$ cat config.mk
export PLATFORM = sky130hd
export DESIGN_NAME = sixteen_bit_serial_borrow_select_subtractor
export DESIGN_NICKNAME = d
export VERILOG_FILES = /design/src/rtl/sixteen_bit_serial_borrow_select_subtractor.sv
export SDC_FILE = /design/constraint.sdc
export NUM_CORES = 1
export LEC_CHECK = 0
export ABC_AREA = 1
export BUFFER_PORTS_ARGS = -buffer_cell sky130_fd_sc_hd__buf_2
export CAP_MARGIN = 20
export CORE_ASPECT_RATIO = 0.8
export CORE_UTILIZATION = 43
export CTS_BUF_LIST = sky130_fd_sc_hd__clkbuf_8
export DETAILED_ROUTE_END_ITERATION = 6
export HOLD_SLACK_MARGIN = 0.15
export PLACE_DENSITY = 0.65
export REMOVE_ABC_BUFFERS = 1
export SLEW_MARGIN = 20
export SYNTH_ARGS = -nofsm -noshare
export SYNTH_HDL_FRONTEND = slang
export SYNTH_SLANG_ARGS = --single-unit
$ cat constraint.sdc
create_clock -name clk -period 5.5 [get_ports clk]
set_clock_uncertainty 0.1 [all_clocks]
set_input_delay 0.55 -clock clk [delete_from_list [all_inputs] [get_ports clk]]
set_output_delay 0.55 -clock clk [all_outputs]
set_load 0.03 [all_outputs]
$ cat src/rtl/sixteen_bit_serial_borrow_select_subtractor.sv
// sixteen_bit_serial_borrow_select_subtractor: slice-serial D = A - B - Bin with borrow-select slices
module sixteen_bit_serial_borrow_select_subtractor #(
  parameter int SLICE = 4
) (
  input  logic        clk,
  input  logic        rst_n,
  input  logic        in_valid,
  output logic        in_ready,
  input  logic [15:0] A,
  input  logic [15:0] B,
  input  logic        Bin,
  output logic        out_valid,
  input  logic        out_ready,
  output logic [15:0] D,
  output logic        Bout,
  output logic        V
);
  localparam int N  = 16 / SLICE;
  localparam int IW = N > 1 ? $clog2(N) : 1;
  typedef enum logic [1:0] {IDLE, RUN, DONE} state_t;
  state_t state_q, state_d;
  logic [15:0] a_q, a_d, b_q, b_d, d_q, d_d;
  logic borrow_q, borrow_d, bout_q, bout_d, v_q, v_d;
  logic [IW-1:0] idx_q, idx_d;
  logic [SLICE:0] diff0, diff1, sel;
  logic last;
  always_comb begin
    diff0 = {1'b0, a_q[idx_q*SLICE +: SLICE]} - {1'b0, b_q[idx_q*SLICE +: SLICE]};
    diff1 = diff0 - (SLICE+1)'(1);
    sel = borrow_q ? diff1 : diff0;
    last = idx_q == IW'(N-1);
    state_d = state_q;
    a_d = a_q;
    b_d = b_q;
    d_d = d_q;
    borrow_d = borrow_q;
    bout_d = bout_q;
    v_d = v_q;
    idx_d = idx_q;
    case (state_q)
      IDLE: if (in_valid) begin
        a_d = A;
        b_d = B;
        borrow_d = Bin;
        idx_d = '0;
        d_d = '0;
        state_d = RUN;
      end
      RUN: begin
        d_d[idx_q*SLICE +: SLICE] = sel[SLICE-1:0];
        borrow_d = sel[SLICE];
        idx_d = idx_q + IW'(1);
        if (last) begin
          bout_d = sel[SLICE];
          v_d = (a_q[15] ^ b_q[15]) & (sel[SLICE-1] ^ a_q[15]);
          state_d = DONE;
        end
      end
      DONE: state_d = out_ready ? IDLE : DONE;
      default: state_d = IDLE;
    endcase
  end
  always_ff @(posedge clk or negedge rst_n) begin
    if (!rst_n) begin
      state_q <= IDLE;
      a_q <= '0;
      b_q <= '0;
      d_q <= '0;
      borrow_q <= 1'b0;
      bout_q <= 1'b0;
      v_q <= 1'b0;
      idx_q <= '0;
    end else begin
      state_q <= state_d;
      a_q <= a_d;
      b_q <= b_d;
      d_q <= d_d;
      borrow_q <= borrow_d;
      bout_q <= bout_d;
      v_q <= v_d;
      idx_q <= idx_d;
    end
  end
  assign in_ready = state_q == IDLE;
  assign out_valid = state_q == DONE;
  assign D = d_q;
  assign Bout = bout_q;
  assign V = v_q;
endmodule

### Word level (Yosys, flattened, before mapping)

Index checks and enable logic that the tools add are counted.

* add/subtract/negate cells: 4
* equal/unequal tests: 5
* shift-type cells: 4
* muxes and demuxes: 12
* bitwise gates (word level): 3
* reductions and logical operators: 6

Operator list (count)
* negator 4 -> 34 bit: 1
* variable shift 4 x 34 -> 16 bit, first input constant: 1
* variable part select 4 x 34 -> 16 bit: 1
* one-hot mux 16 bit (2 select lines): 1
* variable part select 16 x 5 -> 4 bit: 2
* bitwise mux 16 bit: 1
* two-way mux 16 bit: 1
* two-way mux 2 bit: 4
* AND reduction 2 bit: 4
* one-hot mux 2 bit (3 select lines): 1
* two-way mux 5 bit: 1
* subtractor 4 x 4 -> 5 bit: 1
* subtractor 5 x 1 -> 5 bit, second input constant: 1
* equality test 2 bit, second input constant: 2
* inequality test 2 bit, second input constant: 2
* one-hot mux 2 bit (2 select lines): 1
* adder 2 x 1 -> 2 bit, second input constant: 1
* equality test 2 x 1 -> 1 bit, second input constant: 1
* zero test 2 bit: 1
* one-hot mux 1 bit (2 select lines): 1
* nonzero test 2 bit: 1
* XOR 1 bit: 2
* AND 1 bit: 1
* two-way mux 1 bit: 1

* register bits after elaboration: 55
* input bits: 37
* output and inout bits: 20
* logic and storage cells: 42

### Logic depth before layout (Yosys ltp)

Gate-level depths: netlist (run 1).

* depth in word-level cells: 7
* gate-level depth with buffers: 16
* gate-level depth less buffers: 15

### Least setup slack after synthesis (run 1)

No wires, ideal clock.

* path kind: reg-to-reg
* start: register idx_q[0]
* end: register d_q[13] (netlist: D[13])
* setup time: 0.076 ns
* arrival time: 2.463 ns
* data required time: 5.324 ns
* path slack: 2.860 ns
* cell stages (with the launch flop): 12
* path buffers: 2
* period minus slack after synthesis: 2.640 ns
* cells stage by stage: dfrtp_1 > buf_2 > buf_2 > o21ai_0 > o22ai_1 > ha_1 > fa_1 > ha_1 > mux2_2 > nor2_1 > nand2_1 > o21ai_1

* longest elaborated chain between the ends: 7
* elaborated cells between the ends (all ways): 10
* classes of those cells: add/sub (3); shift (4); mux (3)

Ends and longest elaborated chain
* start: declaration: line 24 `logic [IW-1:0] idx_q, idx_d;`
* start signal: assignment: line 81 `idx_q <= idx_d;`
* variable part select 16 x 5 -> 4 bit: line 28 `diff0 = {1'b0, a_q[idx_q*SLICE +: SLICE]} - {1'b0, b_q[idx_q*SLICE +: SLICE]};`
* subtractor 4 x 4 -> 5 bit: line 28
* subtractor 5 x 1 -> 5 bit: line 29 `diff1 = diff0 - (SLICE+1)'(1);`
* two-way mux 5 bit: line 30 `sel = borrow_q ? diff1 : diff0;`
* variable part select 4 x 34 -> 16 bit: line 50 `d_d[idx_q*SLICE +: SLICE] = sel[SLICE-1:0];`
* bitwise mux 16 bit (*): line 50
* one-hot mux 16 bit (2 select lines) (*): line 40 `case (state_q)`
* end signal: assignment: line 68 `d_q <= '0;`
* end signal: assignment: line 77 `d_q <= d_d;`
* end: declaration: line 22 `logic [15:0] a_q, a_d, b_q, b_d, d_q, d_d;`

Mark *: on every way between the ends. The rest lies on a longest branch, timed or not.
A chain may end at the register's enable or synchronous reset.

### Worst setup path after layout (run 1)

* start: register idx_q[0]
* end: register d_q[14] (netlist: D[14])

The elaborated chain is that of the path after synthesis.

==> results of run 1 <==
==> worst max-delay path, stage by stage, from the launching register on <==
cell	delay [ps]
dfrtp_1	820
inv_1	520
o21ai_0	310
o22ai_1	110
ha_1	220
fa_1	550
ha_1	160
nand2_1	80
xor2_1	290
nand2_1	100
nor2_1	160
nand2_1	70
nand2_1	60
==> cell type report <==
| class | instances | area share (%) |
|---|---|---|
| clock buffers | 6 | 2.57 |
| flip-flops and latches | 55 | 42.8 |
| inverters | 37 | 4.32 |
| repair buffers | 57 | 8.95 |
| well taps | 81 | 3.15 |
| clock inverters | 2 | 1.09 |
| multi-input cells | 249 | 37.1 |
==> per-layer routing <==
metal	global-route usage, %	vias to the layer above
met5	0	-
met4	6.35	0
met3	3.62	7
met2	29.5	46
met1	29.0	1116
li1	-	1216
==> metrics by stage <==
step / area [um^2] / cells / hold slack [ps] / util (%)
global route: 3220 / 487 / 301 / 53.3
global placement: 3100 / 479 / 358 / 51.3
CTS: 3220 / 487 / 276 / 53.3
detailed placement: 3100 / 479 / 361 / 51.3
floorplan: 2710 / 341 / 154 / -
finish: 3220 / 487 / 258 / 53.3
==> how the worst max path moves through the flow <==
stage,startpoint,to,depth (start not counted)
after floorplan,idx_q[0]$_DFFE_PN0P_,D[13]$_DFFE_PN0P_,10
after global placement,idx_q[0]$_DFFE_PN0P_,D[13]$_DFFE_PN0P_,10
after detailed placement,idx_q[0]$_DFFE_PN0P_,D[13]$_DFFE_PN0P_,10
after CTS,idx_q[0]$_DFFE_PN0P_,D[13]$_DFFE_PN0P_,10
after global routing,idx_q[0]$_DFFE_PN0P_,D[14]$_DFFE_PN0P_,12
final,idx_q[0]$_DFFE_PN0P_,D[14]$_DFFE_PN0P_,12
==> synthesized netlist by cell type (all sizes together) <==
cell    instances
xor2            1
inv            36
a32oi           2
nand4           1
o22ai           8
ha              9
nand2         151
a21oi           9
o31ai           1
buf             9
clkinv          1
clkbuf          2
nand3          13
dfrtp          55
nor3            2
a32o            2
fa              1
nor2           24
mux2            1
o21ai          24
==> layout by cell type, fill, tap and decap left out <==
master       n
clkinv_1     1
xor2_1       1
inv_1       30
nor3_4       1
a21oi_1      8
a21oi_2      1
nand3_1     13
o21ai_0     15
nor3_2       1
o31ai_1      1
buf_2       56
fa_1         1
nor2_2       2
ha_1         9
o22ai_1      8
nor2_4       2
nand2_1    150
nand4_1      1
mux2_2       1
dfrtp_1     55
bufinv_16    1
buf_4        1
a32o_1       2
clkinv_2     1
inv_2        6
clkbuf_8     6
nand2_2      1
o21ai_1      9
nor2_1      20
a32oi_1      2
==> kinds of logic after synthesis <==
group / count (synthesis)
compound gates: 46
fa+ha+maj: 10
simple gates: 191
mux: 1
xor+xnor: 1
buf+inv: 48
flops: 55
==> sequential cells by signal, summed over array words and instances (netlist names) <==
register	count
D	16
a_q	16
b_q	16
idx_q	2
state_q	2
Bout	1
V	1
borrow_q	1
==> impl_metrics.yaml, run 1 <==
route:
  wl_met3_um: 238
  wl_per_cell_um: 12.1
  finalWirelength_um: 5900
  via_per_inst: 4.90
  num_vias: 2385
  ant_nets: 0
  drcViolationCount: 0
  wl_met1_um: 3170
  firstDrtPassIters: 4
  top_layer: "met4"
  dr.first_iter.drc_count: 183
  wl_met2_um: 2410
clock_network:
  clkSinkCount: 55
  cts_tree: "yes"
  clkLatencyLatePin_ps: 310
  cts_resized: 0
  clock-root-buffer: "clkbuf_8"
  post_cts_buffers: 0
  cts_hold_buf: 0
  cts_buffers: 5
  clkTransAtPathRegs_ps: 100
  htreeDepth: 2
  clockBufferDepth: 2
critical_path:
  crit_path_start_kind: "flip-flop"
  crit_arrival_ps: 3770
  rrSetupSlack_ps: 1900
  cp.required_ps: 5660
  worstSetupPathType: "reg2reg"
  reg2reg_from: "idx_q[0]$_DFFE_PN0P_"
  reg2reg_depth: 12
  endpoint_kind: "flip-flop"
  r2r_end: "D[14]$_DFFE_PN0P_"
  critPathMaxFanout: 23
synthesis:
  synthMuxAreaShare_pct: 0.408
  synth.ff_latch_count: 55
  seq_area_frac_synth_pct: 49.8
  yosysTopAreaCell: "dfrtp_1"
  synth_area_mm2: 0.00276
  syn_inst: 352
  synth_xor_area_share_pct: 0.317
  ys_types: 27
  synthTopCellsByArea: "dfrtp_1 50%, nand2_1 20%, ha_1 4.1%, inv_1 4.1%, nor2_1 2.7%"
  synth_area_per_cell_um2: 7.84
  synth_top_area_share_pct: 49.8
  synth_fa_ha_area_share_pct: 4.80
  yosysWarnings: 0
  synthSimpleGateAreaFrac_pct: 28.1
  synth-compound-area-share_pct: 9.56
  synth_top_family_by_area: "simple AND/OR/NAND/NOR gates"
sta:
  setup_viol_count_final: 0
  fin_crit_ps: 3600
  tightest_slew_ps: 717
  tns_ps: 0
  final-hold-violation-count: 0
  worst_slack_ps: 1900
  fmax_mhz: 277
  slew_viol_final: 0
  slew_headroom_pct: 52.2
  fin_crit_sh_pct: 65.5
  rsz0062_at_grt: "no"
finish:
  drive_gt1_share_pct: 19.7
  seq_area_mm2: 0.00138
  diodes: 0
  multi_input_area_mm2: 0.00119
  syn2layout_area_growth_pct: 16.4
  nets: 452
  fill_cells: 601
run:
  drv_cap: 0
floorplan:
  die-area_mm2: 0.00675
  start_util_pct: 45.7
  num_rows: 25
  die_h_um: 73.7
  coreArea_mm2: 0.00604
  die_w_um: 91.6
  io_pins: 57
grt:
  grt_pass1_vias: 2238
  grt_overflow: 0
  antenna_found_initial: 0
  grt.total_usage_pct: 19.7
  grt_max_degree: 56
  grt_pass1_wl_um: 10400
place:
  gp_congestion: 0.794
  dp_slack_ps: 1980
  dp_hpwl_um: 4220
  port_buffers: 56
status:
  outcome: "completed"
min_path:
  hp-class: "in2async"
Power of run 1 is left out: the tool's default activity adds up to more than one toggle a clock period on the data nets, which glitch-free logic cannot reach.
==> run 2: changes to the inputs <==
Settings changed: PLACE_DENSITY 0.65 to 0.68.
Clock period 5.5 ns to 3.1 ns, I/O delays scaled along.
==> impl_metrics.yaml, run 2 (synthesized netlist as in run 1, its figures left out) <==
status:
  outcome: "completed"
grt:
  grt_pass1_vias: 2473
  grt.total_usage_pct: 21.2
  grt_max_degree: 30
  grt_overflow: 0
  top_usage_layer: "met2"
  use_met3_pct: 3.42
  grt_pass1_wl_um: 11100
  use_met2_pct: 34.8
  gr-usage-met1_pct: 28.9
  antenna_found_initial: 0
critical_path:
  crit_path_start_kind: "flip-flop"
  worstSetupPathType: "reg2reg"
  endpoint_kind: "flip-flop"
  crit_arrival_ps: 2940
  cp.required_ps: 3250
  critPathMaxFanout: 21
route:
  num_vias: 2528
  via_per_inst: 4.80
  firstDrtPassIters: 4
  ant_nets: 0
  drcViolationCount: 0
  finalWirelength_um: 6400
  wl_per_cell_um: 12.1
  dr.first_iter.drc_count: 137
finish:
  drive_gt1_share_pct: 19.3
  layout_commonest_cell: "nand2_1"
  nets: 492
  syn2layout_area_growth_pct: 29.9
  diodes: 0
  fill_cells: 565
  final_cell_mix: "150 x nand2_1, 56 x buf_2, 55 x dfrtp_1, 34 x dlygate4sd3_1, 30 x inv_1"
  final_core_util_pct: 59.4
place:
  dp_hpwl_um: 4550
  gp_congestion: 0.893
  port_buffers: 56
power_and_ir_drop:
  ir_drop_uv: 587
  leakage_nw: 1.92
  power_density_mw_per_mm2: 1210
floorplan:
  num_rows: 25
  coreArea_mm2: 0.00604
  die_w_um: 91.6
  die-area_mm2: 0.00675
  die_h_um: 73.7
  start_util_pct: 45.7
  io_pins: 57
sta:
  slew_viol_final: 0
  setup_viol_count_final: 0
  fmax_mhz: 359
  tns_ps: 0
  fin_crit_ps: 2790
  tightest_slew_ps: 623
  slew_headroom_pct: 58.5
  rsz0062_at_grt: "no"
  holdWs_ps: 224
  final-hold-violation-count: 0
  fin_crit_sh_pct: 89.9
clock_network:
  clock-root-buffer: "clkbuf_8"
  htreeDepth: 2
  clockBufferDepth: 2
  clkLatencyLatePin_ps: 320
  cts_resized: 0
  cts_tree: "yes"
  post_cts_buffers: 0
  cts_hold_buf: 34
  clkTransAtPathRegs_ps: 100
  clkSinkCount: 55
  cts_buffers: 5
min_path:
  hp-class: "in2reg"
run:
  drv_cap: 0
run 2: cell count changes in the layout (fill, tap and decap cells not counted):
cell and delta:
clkinv_2 -1, dlygate4sd3_1 +34, clkbuf_8 +1, buf_4 +6, clkinvlp_4 +1, bufinv_16 -1
run 2: metal layers:
metal	wire (um)	vias up
met5	0	-
met1	3260	1166
li1	-	1294
met3	297	9
met2	2750	59
met4	91	0
run 2: per-stage QoR:
| step | power [mW] | cells | worst slack (ps) | area (um^2) |
|---|---|---|---|---|
| floorplan | 3.17 | 341 | 120 | 2710 |
| global placement | 3.82 | 485 | 426 | 3140 |
| detailed placement | 3.88 | 485 | 343 | 3140 |
| CTS | 4.36 | 527 | 329 | 3590 |
| global route | 4.78 | 527 | 81.8 | 3590 |
| finish | 4.36 | 527 | 312 | 3590 |
run 2: final timing paths:
check,startpoint,end,slack (ps),depth (start not counted)
min in group asynchronous,rst_n,b_q[10]$_DFFE_PN0P_,440,2
setup / recovery,idx_q[0]$_DFFE_PN0P_,D[5]$_DFFE_PN0P_,310,10
hold reg to reg,a_q[6]$_DFFE_PN0P_,a_q[6]$_DFFE_PN0P_,390,2
hold / removal,Bin,borrow_q$_DFFE_PN0P_,220,5
max in group asynchronous,rst_n,b_q[0]$_DFFE_PN0P_,1660,3
setup reg to reg,idx_q[0]$_DFFE_PN0P_,D[5]$_DFFE_PN0P_,310,10
run 2: where the power goes:
| group | switching (mW) | leakage [nW] | internal [mW] | total, mW |
|---|---|---|---|---|
| combinational | 1.76 | 1.16 | 0.910 | 2.67 |
| sequential | 0.205 | 0.704 | 1.04 | 1.24 |
| clock | 0.236 | 0.0505 | 0.204 | 0.440 |
| total | 2.20 | 1.92 | 2.15 | 4.36 |
run 2: worst max-delay path: stages (launching register included):
cell     delay, ps
dfrtp_1        360
buf_4          250
nand2_1         90
a32o_1         260
ha_1           230
fa_1           560
ha_1           250
mux2_2         280
nor2_1         140
nand2_1        100
o21ai_1        120
run 2: area by class of cell:
type / count / area [um^2] / share of cell area [%]
Multi-Input combinational cell: 249 / 1190 / 33.3
Clock inverter: 1 / 7.51 / 0.209
Clock buffer: 7 / 96.3 / 2.69
Inverter: 37 / 139 / 3.87
Sequential cell: 55 / 1380 / 38.4
Tap cell: 81 / 101 / 2.83
Timing Repair Buffer: 97 / 673 / 18.8
(Power assumes the default switching activity.)
==> run 3: changes to the inputs <==
Settings changed: BUFFER_PORTS_ARGS -buffer_cell sky130_fd_sc_hd__buf_2 to -buffer_cell sky130_fd_sc_hd__buf_4.
==> impl_metrics.yaml, run 3 (synthesized netlist as in run 1, its figures left out) <==
sta:
  slew_viol_final: 0
  slew_headroom_pct: 55.0
  tns_ps: 0
  setup_viol_count_final: 0
  fin_crit_ps: 2830
  tightest_slew_ps: 675
  final-hold-violation-count: 0
  fin_crit_sh_pct: 91.4
  fmax_mhz: 353
  rsz0062_at_grt: "no"
route:
  ant_nets: 0
  dr.first_iter.drc_count: 162
  drcViolationCount: 0
  num_vias: 2508
  finalWirelength_um: 6360
  firstDrtPassIters: 4
  via_per_inst: 4.78
  wl_per_cell_um: 12.1
place:
  gp_congestion: 0.904
  dp_hpwl_um: 4540
  dpl_cell_area_mm2: 0.00327
  port_buffers: 56
floorplan:
  coreArea_mm2: 0.00604
  io_pins: 57
  die_w_um: 91.6
  num_rows: 25
  start_util_pct: 45.7
  die_h_um: 73.7
  die-area_mm2: 0.00675
clock_network:
  clkLatencyLatePin_ps: 310
  clock-root-buffer: "clkbuf_8"
  post_cts_buffers: 0
  clockBufferDepth: 2
  cts_tree: "yes"
  cts_buffers: 5
  cts_resized: 0
  clkTransAtPathRegs_ps: 100
  htreeDepth: 2
  clkSinkCount: 55
run:
  drv_cap: 0
min_path:
  hp-class: "in2reg"
grt:
  grt_pass1_wl_um: 11100
  grt_max_degree: 56
  grt_overflow: 0
  grt_pass1_vias: 2506
  antenna_found_initial: 0
  grt.total_usage_pct: 20.8
critical_path:
  cp.required_ps: 3250
  critPathMaxFanout: 13
  crit_path_start_kind: "flip-flop"
  crit_arrival_ps: 2990
  worstSetupPathType: "reg2reg"
  endpoint_kind: "flip-flop"
finish:
  final_cell_mix: "150 x nand2_1, 61 x buf_4, 55 x dfrtp_1, 34 x dlygate4sd3_1, 30 x inv_1"
  layout_commonest_cell: "nand2_1"
  drive_gt1_share_pct: 18.9
  nets: 490
  diodes: 0
  fin_area_mm2: 0.00370
  syn2layout_area_growth_pct: 33.9
power_and_ir_drop:
  ir_drop_uv: 583
  leakage_nw: 1.93
  total_power_mw: 4.41
  power_density_mw_per_mm2: 1190
status:
  outcome: "completed"
==> run 3: changes by cell type in the layout (fill, tap and decap cells not counted) <==
cell	change
buf_2	-56
buf_4	+54
clkbuf_8	-2
clkinv_2	+1
clkinvlp_4	+1
==> run 3: critical path, stage by stage (launching register included) <==
cell and delay [ps]:
dfrtp_1 380, inv_1 280, nand2_1 90, a32o_1 230, ha_1 220, fa_1 560, ha_1 170, nand2_1 80
xor2_1 300, nand2_1 80, nor2_1 140, nand2_1 70, nand2_1 60
==> run 3: worst paths after layout <==
check                                startpoint              endpoint  slack (ps)  cells past startpoint
max                        idx_q[0]$_DFFE_PN0P_      D[6]$_DFFE_PN0P_         270                     12
min                                         Bin  borrow_q$_DFFE_PN0P_         250                      5
max reg2reg                idx_q[0]$_DFFE_PN0P_      D[6]$_DFFE_PN0P_         270                     12
min reg2reg                  a_q[6]$_DFFE_PN0P_    a_q[6]$_DFFE_PN0P_         380                      2
max in group asynchronous                 rst_n    a_q[0]$_DFFE_PN0P_        1970                      2
min in group asynchronous                 rst_n    b_q[6]$_DFFE_PN0P_         470                      2
==> run 3: layout make-up <==
type,count,area (um^2)
Timing Repair Buffer,95,798
Inverter,37,139
Clock inverter,3,20.0
Tap cell,81,101
Multi-Input combinational cell,249,1190
Fill cell,571,2340
Clock buffer,5,68.8
Sequential cell,55,1380
==> run 3: report_power, final <==
part           internal, mW  switching (mW)
registers              1.04           0.203
logic                 0.976            1.80
clock network         0.158           0.231
total                  2.17            2.24
==> run 3: layer usage <==
layer | track usage [%] | up-vias | part of all wire (%)
met1 | 28.4 | 1162 | 49
met4 | 4.23 | 0 | 0.58
met5 | 0 | - | 0
met3 | 3.11 | 4 | 4.3
met2 | 35.8 | 56 | 46
li1 | - | 1286 | -
==> run 3: what timing repair did <==
item	CTS	global route
hold endpoints to repair	88	0
endpoints found under the setup margin	0	0
hold buffers	34	0
==> run 3: per-stage QoR <==
stage | cells | hold WS (ps) | utilization, % | worst slack [ps]
6_report | 525 | 255 | 61.2 | 267
5_1_grt | 525 | 264 | 61.2 | 70.0
4_1_cts | 525 | 249 | 61.2 | 280
3_5_place_dp | 483 | 291 | 54.1 | 294
3_3_place_gp | 483 | 300 | 54.1 | 417
2_1_floorplan | 341 | -85.6 | - | 120
